$ cat config.mk
export PLATFORM = sky130hd
export DESIGN_NAME = seven_segment_display_selector_flat
export DESIGN_NICKNAME = d
export VERILOG_FILES = /design/src/rtl/seven_segment_display_selector_if.sv /design/src/rtl/seven_segment_display_selector.sv /design/src/flat_wrapper.sv
export SDC_FILE = /design/constraint.sdc
export NUM_CORES = 1
export LEC_CHECK = 0
export BUFFER_PORTS_ARGS = -buffer_cell sky130_fd_sc_hd__buf_2
export CAP_MARGIN = 20
export CORE_AREA = 8 8 89 51
export CTS_CLUSTER_DIAMETER = 150
export DETAILED_ROUTE_END_ITERATION = 10
export DIE_AREA = 0 0 97 59
export PLACE_DENSITY = 0.74
export RECOVER_POWER = 50
export SLEW_MARGIN = 40
export SYNTH_ARGS = -nofsm -noshare
export SYNTH_HDL_FRONTEND = slang
export SYNTH_SLANG_ARGS = --single-unit
$ cat constraint.sdc
create_clock -name i_Clk -period 1.64 [get_ports i_Clk]
set_input_delay 0.082 -clock i_Clk [delete_from_list [all_inputs] [get_ports i_Clk]]
set_output_delay 0.082 -clock i_Clk [all_outputs]
set_load 0.01 [all_outputs]
$ cat src/rtl/seven_segment_display_selector_if.sv
// Display selector interface: control pulses, source buses and registered display outputs.
interface seven_segment_display_selector_if #(
  parameter int unsigned DECIMAL_DIGITS = 4,
  parameter int unsigned NUM_SOURCES    = 3,
  parameter int unsigned SEL_WIDTH      = 2
);
  localparam int unsigned DW = 4 * DECIMAL_DIGITS;

  logic                      i_Tick;
  logic                      i_Next;
  logic                      i_Sel_Valid;
  logic [SEL_WIDTH-1:0]      i_Sel;
  logic [NUM_SOURCES*DW-1:0] i_Time_Bus;
  logic [NUM_SOURCES-1:0]    i_PM_Bus;
  logic                      i_Blink_Req;
  logic [DW-1:0]             o_Display_Time;
  logic                      o_Display_PM;
  logic [SEL_WIDTH-1:0]      o_Source;
  logic                      o_Blank;

  modport master (
    output i_Tick, i_Next, i_Sel_Valid, i_Sel, i_Time_Bus, i_PM_Bus, i_Blink_Req,
    input  o_Display_Time, o_Display_PM, o_Source, o_Blank
  );

  modport slave (
    input  i_Tick, i_Next, i_Sel_Valid, i_Sel, i_Time_Bus, i_PM_Bus, i_Blink_Req,
    output o_Display_Time, o_Display_PM, o_Source, o_Blank
  );
endinterface

$ cat src/rtl/seven_segment_display_selector.sv
// N-source BCD display selector with step/direct select and idle revert to source 0.
// Optional blanking blink is enabled by defining DISPLAY_BLINK_EN.
module seven_segment_display_selector #(
  parameter int unsigned DECIMAL_DIGITS = 4,
  parameter int unsigned NUM_SOURCES    = 3,
  parameter int unsigned SEL_WIDTH      = 2,
  parameter int unsigned TIMEOUT_TICKS  = 10,
  parameter int unsigned BLINK_TICKS    = 1
) (
  input logic                          i_Clk,
  input logic                          i_Rst_n,
  seven_segment_display_selector_if.slave sel_if
);
  localparam int unsigned DW     = 4 * DECIMAL_DIGITS;
  localparam int unsigned SELX_W = SEL_WIDTH + 1;
  localparam int unsigned CNT_W  = $clog2(TIMEOUT_TICKS + 1);

  localparam logic [0:0] ST_HOME   = 1'b0;
  localparam logic [0:0] ST_BROWSE = 1'b1;

  logic [0:0]           state, next_state;
  logic [SEL_WIDTH-1:0] src, next_src;
  logic [CNT_W-1:0]     cnt, next_cnt;
  logic                 sel_ok, accept, expire;
  logic [DW-1:0]        data_sel;
  logic                 pm_sel;
  logic                 out_blank;

  // Selection state register
  always_ff @(posedge i_Clk) begin
    if (!i_Rst_n) begin
      state <= ST_HOME;
      src   <= '0;
      cnt   <= '0;
    end else begin
      state <= next_state;
      src   <= next_src;
      cnt   <= next_cnt;
    end
  end

  // Next selection: valid direct select, then step, then idle timeout, else hold
  always_comb begin
    next_state = state;
    next_src   = src;
    next_cnt   = cnt;
    sel_ok     = sel_if.i_Sel_Valid &&
                 ({1'b0, sel_if.i_Sel} < SELX_W'(NUM_SOURCES));
    accept     = sel_ok || sel_if.i_Next;
    expire     = (state == ST_BROWSE) && sel_if.i_Tick &&
                 (cnt == CNT_W'(TIMEOUT_TICKS - 1));

    if (sel_ok) begin
      next_src = sel_if.i_Sel;
    end else if (sel_if.i_Next) begin
      next_src = (src == SEL_WIDTH'(NUM_SOURCES - 1)) ? '0 : src + SEL_WIDTH'(1);
    end else if (expire) begin
      next_src = '0;
    end

    if (accept || expire) begin
      next_cnt = '0;
    end else if ((state == ST_BROWSE) && sel_if.i_Tick) begin
      next_cnt = cnt + CNT_W'(1);
    end

    next_state = (next_src == '0) ? ST_HOME : ST_BROWSE;
  end

  // Source data mux driven from the next selection so outputs align with o_Source
  always_comb begin
    data_sel = sel_if.i_Time_Bus[int'(next_src)*DW +: DW];
    pm_sel   = sel_if.i_PM_Bus[int'(next_src)];
  end

`ifdef DISPLAY_BLINK_EN
  localparam int unsigned BCNT_W = $clog2(BLINK_TICKS + 1);

  logic [BCNT_W-1:0] bcnt, next_bcnt;
  logic              phase, next_phase;

  // Blink counter and phase register
  always_ff @(posedge i_Clk) begin
    if (!i_Rst_n) begin
      bcnt  <= '0;
      phase <= 1'b0;
    end else begin
      bcnt  <= next_bcnt;
      phase <= next_phase;
    end
  end

  // Blink phase toggles every BLINK_TICKS ticks; a new selection restarts it visible
  always_comb begin
    next_bcnt  = bcnt;
    next_phase = phase;
    if (!sel_if.i_Blink_Req || accept) begin
      next_bcnt  = '0;
      next_phase = 1'b0;
    end else if (sel_if.i_Tick) begin
      if (bcnt == BCNT_W'(BLINK_TICKS - 1)) begin
        next_bcnt  = '0;
        next_phase = ~phase;
      end else begin
        next_bcnt  = bcnt + BCNT_W'(1);
      end
    end
    out_blank = next_phase;
  end
`else
  logic blink_unused;

  // Blink disabled: request ignored, never blank
  always_comb begin
    out_blank    = 1'b0;
    blink_unused = sel_if.i_Blink_Req ^ (BLINK_TICKS == 0);
  end
`endif

  // Registered display outputs
  always_ff @(posedge i_Clk) begin
    if (!i_Rst_n) begin
      sel_if.o_Display_Time <= '0;
      sel_if.o_Display_PM   <= 1'b0;
      sel_if.o_Source       <= '0;
      sel_if.o_Blank        <= 1'b0;
    end else begin
      sel_if.o_Display_Time <= out_blank ? '1 : data_sel;
      sel_if.o_Display_PM   <= pm_sel & ~out_blank;
      sel_if.o_Source       <= next_src;
      sel_if.o_Blank        <= out_blank;
    end
  end
endmodule

$ cat src/flat_wrapper.sv
// flat-port wrapper written by rule: the top's interface ports become plain ports
module seven_segment_display_selector_flat 
#(
  parameter int unsigned DECIMAL_DIGITS = 4,
  parameter int unsigned NUM_SOURCES    = 3,
  parameter int unsigned SEL_WIDTH      = 2,
  parameter int unsigned TIMEOUT_TICKS  = 10,
  parameter int unsigned BLINK_TICKS    = 1
)
  (i_Clk, i_Rst_n, sel_if_i_Tick, sel_if_i_Next, sel_if_i_Sel_Valid, sel_if_i_Sel, sel_if_i_Time_Bus, sel_if_i_PM_Bus, sel_if_i_Blink_Req, sel_if_o_Display_Time, sel_if_o_Display_PM, sel_if_o_Source, sel_if_o_Blank);
  seven_segment_display_selector_if #(.DECIMAL_DIGITS(DECIMAL_DIGITS), .NUM_SOURCES(NUM_SOURCES), .SEL_WIDTH(SEL_WIDTH)) sel_if_i ();
  input logic i_Clk;
  input logic i_Rst_n;
  input wire logic [$bits(sel_if_i.i_Tick)-1:0] sel_if_i_Tick;
  input wire logic [$bits(sel_if_i.i_Next)-1:0] sel_if_i_Next;
  input wire logic [$bits(sel_if_i.i_Sel_Valid)-1:0] sel_if_i_Sel_Valid;
  input wire logic [$bits(sel_if_i.i_Sel)-1:0] sel_if_i_Sel;
  input wire logic [$bits(sel_if_i.i_Time_Bus)-1:0] sel_if_i_Time_Bus;
  input wire logic [$bits(sel_if_i.i_PM_Bus)-1:0] sel_if_i_PM_Bus;
  input wire logic [$bits(sel_if_i.i_Blink_Req)-1:0] sel_if_i_Blink_Req;
  output wire logic [$bits(sel_if_i.o_Display_Time)-1:0] sel_if_o_Display_Time;
  output wire logic [$bits(sel_if_i.o_Display_PM)-1:0] sel_if_o_Display_PM;
  output wire logic [$bits(sel_if_i.o_Source)-1:0] sel_if_o_Source;
  output wire logic [$bits(sel_if_i.o_Blank)-1:0] sel_if_o_Blank;
  assign sel_if_i.i_Tick = sel_if_i_Tick;
  assign sel_if_i.i_Next = sel_if_i_Next;
  assign sel_if_i.i_Sel_Valid = sel_if_i_Sel_Valid;
  assign sel_if_i.i_Sel = sel_if_i_Sel;
  assign sel_if_i.i_Time_Bus = sel_if_i_Time_Bus;
  assign sel_if_i.i_PM_Bus = sel_if_i_PM_Bus;
  assign sel_if_i.i_Blink_Req = sel_if_i_Blink_Req;
  assign sel_if_o_Display_Time = sel_if_i.o_Display_Time;
  assign sel_if_o_Display_PM = sel_if_i.o_Display_PM;
  assign sel_if_o_Source = sel_if_i.o_Source;
  assign sel_if_o_Blank = sel_if_i.o_Blank;
  seven_segment_display_selector #(.DECIMAL_DIGITS(DECIMAL_DIGITS), .NUM_SOURCES(NUM_SOURCES), .SEL_WIDTH(SEL_WIDTH), .TIMEOUT_TICKS(TIMEOUT_TICKS), .BLINK_TICKS(BLINK_TICKS)) u_core (.i_Clk(i_Clk), .i_Rst_n(i_Rst_n), .sel_if(sel_if_i));
endmodule
==> impl.org <==
** Run status
- The run finished with clean final reports.

** Synthesis
- The most used flip-flop cell after synthesis is sky130_fd_sc_hd__dfxtp_1.
- #FFs+latches synth :: 24
- Async S/R FF share, synth :: 0
- Cell area after synthesis :: about 1200 sq um
- Post-synthesis cell type count :: 29
- Count of flip-flops with a built-in enable after synthesis :: 0
- Net count of the mapped netlist :: around 190
- For this run, the number of Yosys warnings is 0.
- Avg Cell Area, Syn :: 9.35 sq um
- Portion of the post-synthesis area used by sequential elements :: 0.411
- Synthesis handed over a netlist of around 130 instances.

** Run
- Across the run, the number of max-cap violations was 0.

** Global route
- For this run, the total global-route usage over all layers was measured as 0.124.
- Global-route wire length before repair :: 5930 um
- Largest net degree at the start of global routing :: 20
- Via count of the first global-routing pass :: ~1200
- Antenna violations before repair :: 0
- Final global-route overflow total :: 0

** Timing
- For this run, the top clock speed supported by timing is between 0.6 and 0.7 GHz.
- On the final layout, the worst hold slack is between 0.07 and 0.08 ns.
- Worst-case clock skew :: between 0.002 and 0.003 ns
- The final hold violation count came to 0.
- Setup Total Neg Slack :: 0 ns
- The max-slew violation total from the final report is 0.
- Number of setup violations in the final report :: 0
- Portion of the clock cycle consumed by the worst path in the final layout :: 0.970
- Minimum clock period after layout :: around 1.6 ns

** CTS
- TritonCTS built the clock tree.
- Hold buffer count at cts :: 0
- H-tree depth :: 1
- The clock passes through at most 2 buffers.
- CTS buffer count :: 3
- Clock slew seen by the registers of the worst setup and hold paths :: 0.08 ns
- Clock latency on the worst-skew pair, taken at its later pin, is between 0.2 and 0.3 ns.
- Cell at the root of the clock tree :: sky130_fd_sc_hd__clkbuf_8
- Number of sinks handled by clock tree synthesis :: 24

** Placed design
- Quantity of I/O buffers inserted on ports :: 76
- The congestion estimate from routability-driven global placement came to 0.804.
- Detailed-placement wirelength estimate :: about 3000 um

** Pwr
- Summing internal, switching and leakage power gives approximately 1.4 mW.
- In this run the static leakage power is roughly 0.78 nW.
- Power per cell area :: 823 nW/um^2
- IR analysis of the VDD net gives a maximum drop of 0.384 mV.

** Floorplan
- Initial Util :: 0.356
- In this run the count of I/O pins placed on the die edge is 79.
- The region available for standard cell placement spans roughly 3300 sq um.
- Overall die width :: between 90 and 100 um
- Row generation in the floorplan step produced 15 rows.
- Measured along the y axis, the die boundary spans 59 um.
- Die Footprint :: approximately 5700 sq um

** Critical path
- Element type at the critical path end :: flip-flop
- Data on the critical path arrives at its endpoint at approximately 1.7 ns.
- Data required time of the worst path :: ~1.8 ns
- STA classifies the critical path startpoint as a flip-flop.
- Maximum net fanout on the critical path :: 8
- The worst setup path is of the reg2reg kind.

** Layout
- The number of antenna diodes in the final layout is 0.
- Net count of the finished layout :: 270
- Fraction of layout instances using a drive strength above 1 :: 0.430
- Relative to the synthesized area, the layout overhead comes to 49.1%.

** Routing
- Total number of vias :: 1167
- Summed over all layers, the routed wires come to approximately 3900 um.
- Starting DRT DRC Count :: 43
- Remaining design rule violation count :: 0
- Once detail routing completed, the nets flagged for antenna violations numbered 0.
- Average wire length per cell after detail routing :: between 15 and 20 um
- Vias per Instance :: ~4.7
- The first detailed-routing pass ran for 4 iterations.

** Hold path
- The min-delay analysis places its worst path in the category in2reg.
[stage by stage]
stage / utilization / worst slack, ns / instances / instance area [sq um]
after floorplan: - / 0.0102 / 125 / 1170
after global placement: 0.486 / 0.0323 / 241 / 1600
after detailed placement: 0.486 / -0.0399 / 241 / 1600
after CTS: 0.520 / -0.0000935 / 246 / 1710
after global routing: 0.531 / -0.0193 / 249 / 1740
final: 0.531 / 0.0487 / 249 / 1740
[layout make-up]
class                      instances  area, sq um
multi-input combinational         89          663
tap                               42         52.6
timing repair buffer              87          485
fill                             313         1540
clock buffer                       3         41.3
inverter                           4         15.0
sequential                        24          485
[layer usage]
| layer | part of all wire | GRT usage | vias up |
|---|---|---|---|
| met2 | 0.49 | 0.216 | 30 |
| li1 | - | - | 603 |
| met1 | 0.46 | 0.150 | 532 |
| met5 | 0 | 0 | - |
| met4 | 0.0085 | 0.0260 | 0 |
| met3 | 0.042 | 0.0326 | 2 |
[timing repair]
action | CTS | global route
buffers inserted | 1 | 2
setup endpoints to repair | 2 | 18
pin swaps | 3 | 1
gates resized for setup | 9 | 6
cloned | 1 | 1
endpoints found under the hold margin | 0 | 0
[flip-flops by register name, summed over array words and instances, names as in the netlist]
name	count
u_core.state	1
u_core.sel_if.o_Display_Time	16
u_core.src	2
u_core.cnt	4
u_core.sel_if.o_Display_PM	1
[cell usage after synthesis, types with 3 or more instances]
| library cell | instances | area (sq um) |
|---|---|---|
| sky130_fd_sc_hd__dfxtp_1 | 24 | 480 |
| sky130_fd_sc_hd__o22ai_1 | 14 | 87.6 |
| sky130_fd_sc_hd__nor2_1 | 7 | 26.3 |
| sky130_fd_sc_hd__buf_6 | 4 | 45.0 |
| sky130_fd_sc_hd__mux2i_1 | 14 | 140 |
| sky130_fd_sc_hd__a21oi_1 | 4 | 20.0 |
| sky130_fd_sc_hd__a221oi_1 | 3 | 26.3 |
| sky130_fd_sc_hd__nand2b_1 | 3 | 18.8 |
| sky130_fd_sc_hd__inv_1 | 4 | 15.0 |
| sky130_fd_sc_hd__nand2_1 | 24 | 90.1 |
[path summary, 6_finish.rpt]
kind	start	endpoint	slack, ns	depth (start not counted)
max	u_core.cnt[1]$_SDFFE_PP0P_	u_core.sel_if.o_Display_Time[14]$_SDFF_PN0_	0.05	7
max reg2reg	u_core.cnt[1]$_SDFFE_PP0P_	u_core.sel_if.o_Display_Time[14]$_SDFF_PN0_	0.05	7
min reg2reg	u_core.cnt[2]$_SDFFE_PP0P_	u_core.cnt[3]$_SDFFE_PP0P_	0.59	3
min	sel_if_i_Time_Bus[20]	u_core.sel_if.o_Display_Time[4]$_SDFF_PN0_	0.07	3
[power breakdown]
part | internal (mW) | leakage, nW | switching [mW] | total [mW]
sequential | 0.637 | 0.200 | 0.0175 | 0.655
combinational | 0.222 | 0.563 | 0.221 | 0.443
clock | 0.164 | 0.0216 | 0.173 | 0.337
[cells by family (layout without fill, tap and decap cells)]
kind of cell,count (synthesis),after routing,synth area share
fa+ha+maj,2,2,0.0214
mux,14,14,0.120
other cells,1,1,0.00321
simple gates,42,43,0.164
xor+xnor,3,3,0.0225
compound gates,26,26,0.171
flops,24,24,0.411
buf+inv,13,94,0.0867
[critical path, stage by stage, from the launching register on]
cell                      delay (ns)
sky130_fd_sc_hd__dfxtp_2        0.34
sky130_fd_sc_hd__inv_1          0.04
sky130_fd_sc_hd__ha_2           0.18
sky130_fd_sc_hd__a41oi_4        0.21
sky130_fd_sc_hd__a31o_4         0.24
sky130_fd_sc_hd__buf_12         0.14
sky130_fd_sc_hd__mux2i_2        0.23
sky130_fd_sc_hd__o22ai_1        0.10
[layout by cell type, fill, tap and decap left out, types with 2 or more instances in the layout]
cell type,count
sky130_fd_sc_hd__o22ai_1,14
sky130_fd_sc_hd__a21oi_2,4
sky130_fd_sc_hd__dfxtp_1,22
sky130_fd_sc_hd__buf_2,57
sky130_fd_sc_hd__xnor2_1,2
sky130_fd_sc_hd__nand2b_4,2
sky130_fd_sc_hd__mux2i_1,13
sky130_fd_sc_hd__clkbuf_8,3
sky130_fd_sc_hd__nand2_1,24
sky130_fd_sc_hd__buf_12,2
sky130_fd_sc_hd__nand2b_1,3
sky130_fd_sc_hd__nor2_1,7
sky130_fd_sc_hd__buf_4,7
sky130_fd_sc_hd__nand3_1,2
sky130_fd_sc_hd__inv_1,4
sky130_fd_sc_hd__a221oi_2,3
sky130_fd_sc_hd__clkbuf_1,19
(Power assumes the default switching activity.)
